==> src/rtl/vector_multiply_arbiter.sv <==
// Round-robin arbiter that shares one vector multiply datapath among several requesters.
// One transaction is in flight at a time: grant, issue operands, wait for the result, respond.
module vector_multiply_arbiter #(
    parameter  int C_OP_WIDTH     = 16,
    parameter  int C_NUM_OPERANDS = 1,
    parameter  int C_NUM_REQ      = 4,
    localparam int C_DATA_WIDTH   = 2 * C_OP_WIDTH * C_NUM_OPERANDS,
    localparam int C_IDX_W        = $clog2(C_NUM_REQ)
) (
    input  logic                              clk,
    input  logic                              rst,
    input  logic [C_NUM_REQ*C_DATA_WIDTH-1:0] req_datain,
    input  logic [C_NUM_REQ-1:0]              req_valid,
    output logic [C_NUM_REQ-1:0]              req_ready,
    output logic [C_DATA_WIDTH-1:0]           resp_dout,
    output logic [C_NUM_REQ-1:0]              resp_valid,
    input  logic [C_NUM_REQ-1:0]              resp_ready,
    output logic [C_DATA_WIDTH-1:0]           mult_datain,
    output logic                              mult_datain_valid,
    input  logic                              mult_datain_ready,
    input  logic [C_DATA_WIDTH-1:0]           mult_dout,
    input  logic                              mult_dout_valid,
    output logic                              mult_dout_ready,
    output logic [C_IDX_W-1:0]                grant_idx,
    output logic [31:0]                       op_count
);

    typedef enum logic [1:0] {IDLE, ISSUE, WAIT, RESP} state_t;

    state_t                    state;
    logic [C_IDX_W-1:0]        last_grant;
    logic [C_IDX_W-1:0]        next_idx;
    logic                      found;
    logic                      any_valid;
    logic [C_DATA_WIDTH-1:0]   op_reg;

    assign any_valid = |req_valid;

    // Search starts just past the last served requester, so it has lowest priority.
    always_comb begin
        // NOTE: every variable assigned here gets a default first; otherwise paths that skip it infer a latch.
        next_idx = '0;
        found    = 1'b0;
        for (int k = 0; k < C_NUM_REQ; k++) begin
            if (!found && req_valid[(int'(last_grant) + 1 + k) % C_NUM_REQ]) begin
                next_idx = C_IDX_W'((int'(last_grant) + 1 + k) % C_NUM_REQ);
                found    = 1'b1;
            end
        end
    end

    // Gated by rst so no handshake can appear while the block is being reset.
    assign req_ready   = (state == IDLE && any_valid && !rst) ? (C_NUM_REQ'(1) << next_idx) : '0;
    assign mult_datain = op_reg;

    // NOTE: op_reg is pure datapath qualified by mult_datain_valid, so it carries no reset.
    always_ff @(posedge clk) begin
        if (state == IDLE && any_valid) begin
            op_reg <= req_datain[next_idx*C_DATA_WIDTH +: C_DATA_WIDTH];
        end
    end

    // NOTE: sequential state uses non-blocking assignments so all flops update from pre-edge values.
    always_ff @(posedge clk) begin
        if (rst) begin
            state             <= IDLE;
            last_grant        <= C_IDX_W'(C_NUM_REQ - 1);
            grant_idx         <= '0;
            op_count          <= '0;
            resp_dout         <= '0;
            resp_valid        <= '0;
            mult_datain_valid <= 1'b0;
            mult_dout_ready   <= 1'b0;
        end else begin
            case (state)
                IDLE: begin
                    if (any_valid) begin
                        grant_idx         <= next_idx;
                        mult_datain_valid <= 1'b1;
                        state             <= ISSUE;
                    end
                end
                ISSUE: begin
                    if (mult_datain_ready) begin
                        mult_datain_valid <= 1'b0;
                        mult_dout_ready   <= 1'b1;
                        state             <= WAIT;
                    end
                end
                WAIT: begin
                    if (mult_dout_valid) begin
                        resp_dout       <= mult_dout;
                        mult_dout_ready <= 1'b0;
                        resp_valid      <= C_NUM_REQ'(1) << grant_idx;
                        state           <= RESP;
                    end
                end
                RESP: begin
                    // Only the granted requester's resp_ready completes the transaction.
                    if (resp_ready[grant_idx]) begin
                        resp_valid <= '0;
                        last_grant <= grant_idx;
                        op_count   <= op_count + 32'd1;
                        state      <= IDLE;
                    end
                end
                default: state <= IDLE;
            endcase
        end
    end

endmodule

==> config.mk <==
export PLATFORM = sky130hd
export DESIGN_NAME = vector_multiply_arbiter
export DESIGN_NICKNAME = d
export VERILOG_FILES = /design/src/rtl/vector_multiply_arbiter.sv
export SDC_FILE = /design/constraint.sdc
export NUM_CORES = 1
export LEC_CHECK = 0
export ABC_AREA = 1
export CORE_UTILIZATION = 38
export DETAILED_ROUTE_END_ITERATION = 10
export HOLD_SLACK_MARGIN = 0.08
export PLACE_DENSITY_LB_ADDON = 0.08
export REMOVE_ABC_BUFFERS = 1
export SYNTH_ARGS = -nofsm -noshare
export SYNTH_HDL_FRONTEND = slang
export SYNTH_SLANG_ARGS = --single-unit
==> constraint.sdc <==
create_clock -name clk -period 3.9 [get_ports clk]
set_input_delay 0.78 -clock clk [delete_from_list [all_inputs] [get_ports clk]]
set_output_delay 0.78 -clock clk [all_outputs]
set_load 0.02 [all_outputs]
* After elaboration in Yosys (flattened, before gate mapping)
Cells that the tools add are included.
Word-level totals: logic and storage cells 94, input bits 172, memories kept 0, flip-flop bits (word level) 108, bits in writable memories 0, memory bits (read-only) 0, output and inout bits 108, bits in latches 0
Cells by class: add/sub/neg operators 5, mux-type cells 36, reductions and logical operators 25, bitwise logic cells 4, shift operators 3, equality and inequality tests 7, div/mod/pow operators 0, multiply operators 0, magnitude comparators 5
Operator list (number):
- indexed part select 128 x 8 -> 32 bit | 1
- adder 32 x 1 -> 32 bit, second input constant | 1
- less-than comparator 3 x 4 -> 1 bit, second input constant | 4
- 2-to-1 mux 1 bit | 16
- 2-to-1 mux 2 bit | 8
- 2-to-1 mux 4 bit | 3
- binary-select mux 1 bit (select 2 bit) | 5
- AND reduction 3 bit | 3
- != test 2 bit, second input constant | 4
- case mux 2 bit (4 select lines) | 1
- case mux 4 bit (2 select lines) | 1
- OR reduction 2 bit | 4
- left shift 1 x 2 -> 4 bit, first input constant | 2
- AND reduction 2 bit | 3
- nonzero test 2 bit | 3
- logical AND 1 bit | 5
- adder 2 x 1 -> 2 bit, second input constant | 2
- adder 2 bit, second input constant | 2
- bitwise AND 1 bit, first input constant | 4
- == test 2 bit, second input constant | 2
- zero test 1 bit | 4
- case mux 1 bit (2 select lines) | 2
- AND reduction 4 bit | 1
- OR reduction 4 bit | 1
- other kinds (3) | 3

* Logic depth before layout (Yosys ltp)
Gate-level depths: netlist (run 1).
word-level depth 18, depth in mapped cells 16, gate-level depth less buffers 13

* Worst setup path after synthesis (run 1)
Ideal clock, no wire load.
path kind input to output, start point input req_valid[3], end point output req_ready[0], data arrival time 2.528 ns, cell stages on the path 6, path slack 0.592 ns, path through inv_1 -> nand4_1 -> nand2_1 -> inv_1 -> nand2_1 -> nor3_1
On the way: cells in the longest elaborated chain, start to end 15
Ends and longest elaborated chain:
- start, declared | RTL line 13 | input logic [C_NUM_REQ-1:0] req_valid,
- binary-select mux 1 bit (select 2 bit) | RTL line 45 | if (!found && req_valid[(int'(last_grant) + 1 + k) % C_NUM_REQ]) begin
- 2-to-1 mux 1 bit (implied by the code) (2 in series) | RTL line 45
- 2-to-1 mux 1 bit | RTL line 45
- zero test 1 bit | RTL line 45
- logical AND 1 bit | RTL line 45
- 2-to-1 mux 1 bit | RTL line 45
- zero test 1 bit | RTL line 45
- logical AND 1 bit | RTL line 45
- 2-to-1 mux 1 bit | RTL line 45
- zero test 1 bit | RTL line 45
- logical AND 1 bit | RTL line 45
- 2-to-1 mux 2 bit | RTL line 45
- left shift 1 x 2 -> 4 bit | RTL line 53 | assign req_ready = (state == IDLE && any_valid && !rst) ? (C_NUM_REQ'(1) << next_idx) : '0;
- 2-to-1 mux 4 bit * | RTL line 53
- end, declared | RTL line 14 | output logic [C_NUM_REQ-1:0] req_ready,
Every way passes the cells marked *; elsewhere a longest branch is shown, timed or not. The select of a mux whose other input is x is not followed.

* Worst setup path after layout (run 1)
start point input req_valid[3], end point output req_ready[1]
The elaborated chain is that of the path after synthesis.

==> results of run 1 <==
## stage by stage
step | worst slack [ps] | utilization, % | area (um^2) | instances | hold WS (ps)
2_1_floorplan | -1080 | - | 6020 | 895 | 517
6_report | 211 | 59.0 | 9470 | 1421 | 447
4_1_cts | 225 | 59.0 | 9470 | 1419 | 450
3_5_place_dp | 241 | 57.2 | 9190 | 1403 | 439
5_1_grt | 43.9 | 59.0 | 9470 | 1421 | 478
3_3_place_gp | 244 | 57.2 | 9190 | 1403 | 434
## power by group through the flow
stage               Combinational, mW  Clock [mW]  Sequential, mW
global route                     2.79       0.950            1.71
floorplan                        1.06           0            2.05
finish                           2.52       0.883            1.68
CTS                              2.55       0.911            1.68
detailed placement               2.54           0            1.71
global placement                 2.53           0            1.70
## cells in the mapped netlist (13+ instances only)
library cell,number
nor2_1,102
a21oi_1,37
dfxtp_1,76
edfxtp_1,32
inv_1,55
nor3_1,27
nand2_1,375
xor2_1,13
buf_2,28
o21ai_0,49
nand3_1,16
clkbuf_1,13
nand4_1,74
## logic make-up (layout without fill, tap and decap cells)
kind of cell | count (synthesis) | count (layout) | synth area share [%]
buffers and inverters | 115 | 367 | 8.38
AND/OR/NAND/NOR | 608 | 608 | 40.6
adder cells (fa/ha/maj) | 6 | 6 | 1.19
other | 0 | 2 | 0
XOR/XNOR | 19 | 19 | 2.63
flip-flops | 108 | 108 | 39.2
AO/OA/AOI/OAI | 95 | 95 | 7.95
## path summary, 6_finish.rpt
kind / start / end / slack (ps) / depth (start not counted)
setup / recovery: req_valid[3] / req_ready[1] / 210 / 11
hold / removal: resp_valid[2]$_SDFFE_PP0P_ / resp_valid[2]$_SDFFE_PP0P_ / 450 / 2
setup reg to reg: last_grant[0]$_SDFFE_PP1P_ / mult_datain[1]$_DFFE_PN_ / 1270 / 13
hold reg to reg: resp_valid[2]$_SDFFE_PP0P_ / resp_valid[2]$_SDFFE_PP0P_ / 450 / 2
## routing by layer
metal / global-route usage [%] / up-vias
met4: 10.0 / 0
li1: - / 3603
met1: 26.5 / 3105
met3: 8.00 / 32
met2: 42.7 / 265
met5: 0 / -
## critical path, stage by stage
cell             delay [ps]
clkdlybuf4s50_1         450
inv_1                   120
nand2_1                  70
nand3_1                 140
nand2_2                  80
nor2_2                  170
nand3_2                 110
nand3_2                 150
inv_2                    70
nor3_2                  160
clkdlybuf4s50_1         620
## registers in the layout, indices dropped and copies added (netlist names)
register	flops
grant_idx	2
last_grant	2
mult_datain_valid	1
mult_datain	32
resp_valid	4
op_count	32
state	2
resp_dout	32
mult_dout_ready	1
## cell type report
type                       count  area share [%]
antenna                        2          0.0528
tap                          216            2.85
timing repair buffer         292            30.5
sequential                   108            26.2
multi-input combinational    728            35.1
clock buffer                   9            2.38
inverter                      59            2.34
clock inverter                 7           0.594
==> metrics.md, run 1 <==
| Metric | Value |
|---|---|
| Pwr dens | `537 mW/mm^2` |
| # DRC | `0` |
| RSZ-0062 raised after global routing | `no` |
| Clk_lat worst skew | `350 ps` |
| Fin crit period | `roughly 3700 ps` |
| Num CTS Buffers | `9` |
| Path type of the worst setup path | `in -> out` |
| Multi-input logic area | `0.00332 mm^2` |
| Sequential fraction of the synthesis area | `39.2%` |
| Die H | `131 um` |
| Post-Syn Instances | `951` |
| Flop pwr share | `approximately a third` |
| Worst EP required | `3120 ps` |
| WL per Instance | `~15 um` |
| PortBufs | `279` |
| Die span in x | `131 um` |
| Cell Rows | `46` |
| Starting DRT DRC Count | `526` |
| Sequential Area | `0.00248 mm^2` |
| P&R area growth vs syn | `49.7%` |
| Overflow left after global routing | `0` |
| Top cells by area, synth | `dfxtp_1 (24%), nand2_1 (22%), edfxtp_1 (15%)` |
| Max Slew Vio Count | `0` |
| Leakage | `3.80 nW` |
| Slew @ Worst Pin | `1010 ps` |
| WL met1 | `8.31 mm` |
| H-tree levels | `3` |
| Uppermost layer routed | `met4` |
| Antenna Nets Post-Route | `0` |
| Clock power frac | `17.4%` |
| Final period utilization | `between 90 and 100%` |
| Commonest cells after routing, fill and taps aside | `nand2_1 (374), clkdlybuf4s50_1 (279), nor2_1 (102), dfxtp_1 (76), nand4_1 (74)` |
| Fin nets | `about 1400` |
| Commonest non-fill, non-tap cell in the layout | `nand2_1` |
| Nature of the critical path endpoint | `primary output` |
| Arrival time worst endpoint | `2910 ps` |
| Post-synth ARST share | `0%` |
| Vias | `7005` |
| Switching pwr | `2.06 mW` |
| Routed vias/inst | `4.93` |
| Slew headroom | `~32%` |
| Synthesized flop and latch total | `roughly 110` |
| Power, Total | `5.09 mW` |
| Clock Sinks | `108` |
| Setup skew after layout | `7.57 ps` |
| Post-Route WL | `20.7 mm` |
| Fillers | `about 1600` |
| Detailed-router iteration count before antenna repair | `5` |
| Root buffer cell | `clkbuf_16` |
| Crit path max fanout | `5` |
| Met3 routed WL | `a little over 2 mm` |
| Global-route wire length before repair | `31.8 mm` |
| Mapped Area | `0.00633 mm^2` |
| Placeable Area | `0.0161 mm^2` |
| GPL Wtd Cong | `0.898` |
| Resized cells post-CTS | `0` |
| Syn Area/Cell | `6.65 um^2` |
| Combinational power share | `between 40 and 50%` |
| Die area | `0.0172 mm^2` |
| Total track usage | `between 20 and 25%` |
| Cell variety after synth | `35` |
| Share of cells above drive strength 1 | `3.91%` |
| Maxcap violations | `0` |
| EDFF count, synth | `32` |
| Startpoint Class | `input port` |
| Postcts setup bufs | `0` |
| Initial antenna violation count | `2` |
| Synth Flop Type | `dfxtp_1` |
| Clk slew on worst S/H paths | `70 ps` |
| HP Class | `reg -> reg` |
| Dpl hpwl | `15.3 mm` |
| Clock Tree Buf Depth | `2` |
| Endpoints failing hold | `0` |
| CTS tree | `done` |
| Peak VDD IR | `about 0.25 mV` |
| Fmax | `271 MHz` |
| Vias in the first global route | `6401` |
| Final setup viols | `0` |
| Final TNS setup | `0 ps` |
| Initial Util | `39.4%` |
| Number of hold buffers added after cts | `0` |
| Sw Ratio | `40.6%` |
| # IOs | `280` |
| Outcome | `finished, final reports clean` |
| Internal | `3.02 mW` |
| Ys Warns | `0` |
| Pin count of the biggest net entering global routing | `65` |
| WL met2 | `9.82 mm` |
| Area leader, netlist | `dfxtp_1` |
| Top cell type's share of synthesized area | `24.0%` |
Note: power is estimated with default switching activity, not from simulation.
==> run 2: changes to the inputs <==
Settings changed: CORE_UTILIZATION 38 to 46, PLACE_DENSITY set to 0.86, PLACE_DENSITY_LB_ADDON 0.08 to not set.
==> run 2 against run 1 <==
  * Non-clock buffer count is 1 lower
  * Highest routed layer unchanged
  * Sequential cell count stayed put
  * Critical path depth stayed put
  * Clock power is 18% higher
  * Via count is 2.7% higher
  * Power is 3.4% higher
  * Count of clock-buffer cells in the layout is 3 higher
  * Fmax is 1.0% lower
  * First-iteration DRC count is 9.5% lower
  * Setup slack worse by 38 ps
==> metrics.md, run 2 (synthesized netlist as in run 1, its figures left out) <==
| Metric | Value |
|---|---|
| Maxcap violations | `0` |
| Vias | `7194` |
| FF-to-FF setup slack | `between 1000 and 1500 ps` |
| Place WS | `198 ps` |
| Number of hold buffers added after cts | `0` |
| Pwr dens | `approximately 550 mW/mm^2` |
| Overflow left after global routing | `0` |
| Final Non-Filler Cells | `1379` |
| Setup skew after layout | `10.7 ps` |
| Sequential Area | `0.00248 mm^2` |
| Worst reg2reg path depth | `13` |
| Fmax | `approximately 270 MHz` |
| # DRC | `0` |
| # IOs | `280` |
| Hold_ws | `about 450 ps` |
| Resized cells post-CTS | `0` |
| Initial antenna violation count | `1` |
| Placed insts | `between 1000 and 1500` |
| GPL Wtd Cong | `0.929` |
| Crit path cell chain | `clkdlybuf4s50_1 -> inv_1 -> nand2_1 -> nand3_1 -> nand2_2 -> nor2_2 -> nand2_1 -> nor2_2 -> a21oi_4 -> nor3_1 -> clkdlybuf4s50_1` |
| Max Slew Vio Count | `0` |
| Worst EP required | `3120 ps` |
| PortBufs | `279` |
| P&R area growth vs syn | `49.9%` |
| RSZ-0062 raised after global routing | `no` |
| Postcts setup bufs | `0` |
| Startpoint Class | `input port` |
| Root buffer cell | `clkbuf_16` |
| WL per Instance | `15.0 um` |
| Leakage | `between 3 and 4 nW` |
| Total track usage | `29.1%` |
| Die span in x | `119 um` |
| Detailed-router iteration count before antenna repair | `5` |
| Share of cells above drive strength 1 | `under 10%` |
| Global-route wire length before repair | `33.2 mm` |
| Fin nets | `1375` |
| Path type of the worst setup path | `in -> out` |
| Pin count of the biggest net entering global routing | `between 60 and 70` |
| Reg2Reg Capture Point | `mult_datain[9]$_DFFE_PN_` |
| Starting DRT DRC Count | `around 480` |
| Multi-input logic area | `0.00333 mm^2` |
| Placeable Area | `around 0.013 mm^2` |
| Arrival time worst endpoint | `2950 ps` |
| Fillers | `1113` |
| Antenna Nets Post-Route | `0` |
| Routed vias/inst | `around 5.2` |
| Worst setup margin | `173 ps` |
| Clk slew on worst S/H paths | `about 70 ps` |
| Initial Util | `47.4%` |
| Commonest cells after routing, fill and taps aside | `nand2_1 (374), clkdlybuf4s50_1 (279), nor2_1 (102), dfxtp_1 (76), nand4_1 (74)` |
| Reg2reg start | `last_grant[0]$_SDFFE_PP1P_` |
| Die area | `around 0.014 mm^2` |
| Hold endpoint | `resp_valid[3]$_SDFFE_PP0P_` |
| Die H | `119 um` |
| Critical path's slowest cell | `clkdlybuf4s50_1` |
| Crit path max fanout | `3` |
| Endpoints failing hold | `0` |
| Nature of the critical path endpoint | `primary output` |
| Post-Route WL | `between 20 and 25 mm` |
| Slew headroom | `30.2%` |
| CTS tree | `done` |
| Power, Total | `5.26 mW` |
| Commonest non-fill, non-tap cell in the layout | `nand2_1` |
| Slew @ Worst Pin | `about 1000 ps` |
| HP Class | `reg -> reg` |
| Cell Rows | `42` |
| Num CTS Buffers | `9` |
| H-tree levels | `3` |
| Clk_lat worst skew | `350 ps` |
| Outcome | `finished, final reports clean` |
| Crit-path max cell delay | `640 ps` |
| Peak VDD IR | `0.257 mV` |
| Vias in the first global route | `6789` |
| Final period utilization | `95.6%` |
| Clock Tree Buf Depth | `2` |
| Dpl hpwl | `15.0 mm` |
| Fin crit period | `3730 ps` |
| Cell count of the worst hold path | `2` |
| Hold_sp | `resp_valid[3]$_SDFFE_PP0P_` |
| Final TNS setup | `0 ps` |
| Final setup viols | `0` |
| Clock Sinks | `108` |
==> run 2: cell type report <==
| type | count | share of cell area (%) |
|---|---|---|
| sequential | 108 | 26.2 |
| clock buffer | 12 | 3.05 |
| timing repair buffer | 291 | 30.4 |
| tap | 176 | 2.32 |
| clock inverter | 4 | 0.620 |
| antenna | 1 | 0.0264 |
| inverter | 59 | 2.33 |
| multi-input combinational | 728 | 35.1 |
==> run 2: stage by stage <==
| step | util [%] | instance area [um^2] |
|---|---|---|
| after floorplan | - | 6020 |
| after global placement | 68.5 | 9140 |
| after detailed placement | 68.5 | 9140 |
| after CTS | 71.1 | 9490 |
| after global routing | 71.1 | 9490 |
| final | 71.1 | 9490 |
==> run 2: per-layer routing <==
layer | GRT usage, % | up-vias | routed length [um]
met5 | 0 | - | 0
met1 | 32.4 | 3234 | 7980
met2 | 51.2 | 329 | 10000
met4 | 12.8 | 0 | 639
met3 | 8.76 | 38 | 2030
li1 | - | 3593 | -
==> run 2: worst max-delay path by stage <==
stage / depth (start not counted) / slack [ps] / start / to
3_3_place_gp: 11 / 270 / req_valid[3] / req_ready[2]
4_1_cts: 11 / 200 / req_valid[3] / req_ready[2]
6_report: 11 / 170 / req_valid[3] / req_ready[2]
2_1_floorplan: 8 / -1080 / req_valid[0] / req_ready[1]
5_1_grt: 11 / 30 / req_valid[3] / req_ready[2]
3_5_place_dp: 11 / 200 / req_valid[3] / req_ready[2]
==> run 2: power by group <==
group	internal [mW]	leakage, nW	switching [mW]
combinational	1.02	2.72	1.51
sequential	1.56	0.937	0.134
clock	0.602	0.172	0.436
total	3.18	3.83	2.08
==> run 2: worst max-delay path: cells and delay by family <==
kind | cells | cell delay (ps)
AOI/OAI and AO/OA | 1 | 90
buffers and inverters | 3 | 1210
and+or+nand+nor | 7 | 870
==> run 3: changes to the inputs <==
Settings changed: SLEW_MARGIN set to 20.
==> results of run 3 <==
The final DEF is identical to that of run 2; final timing and power are the same.
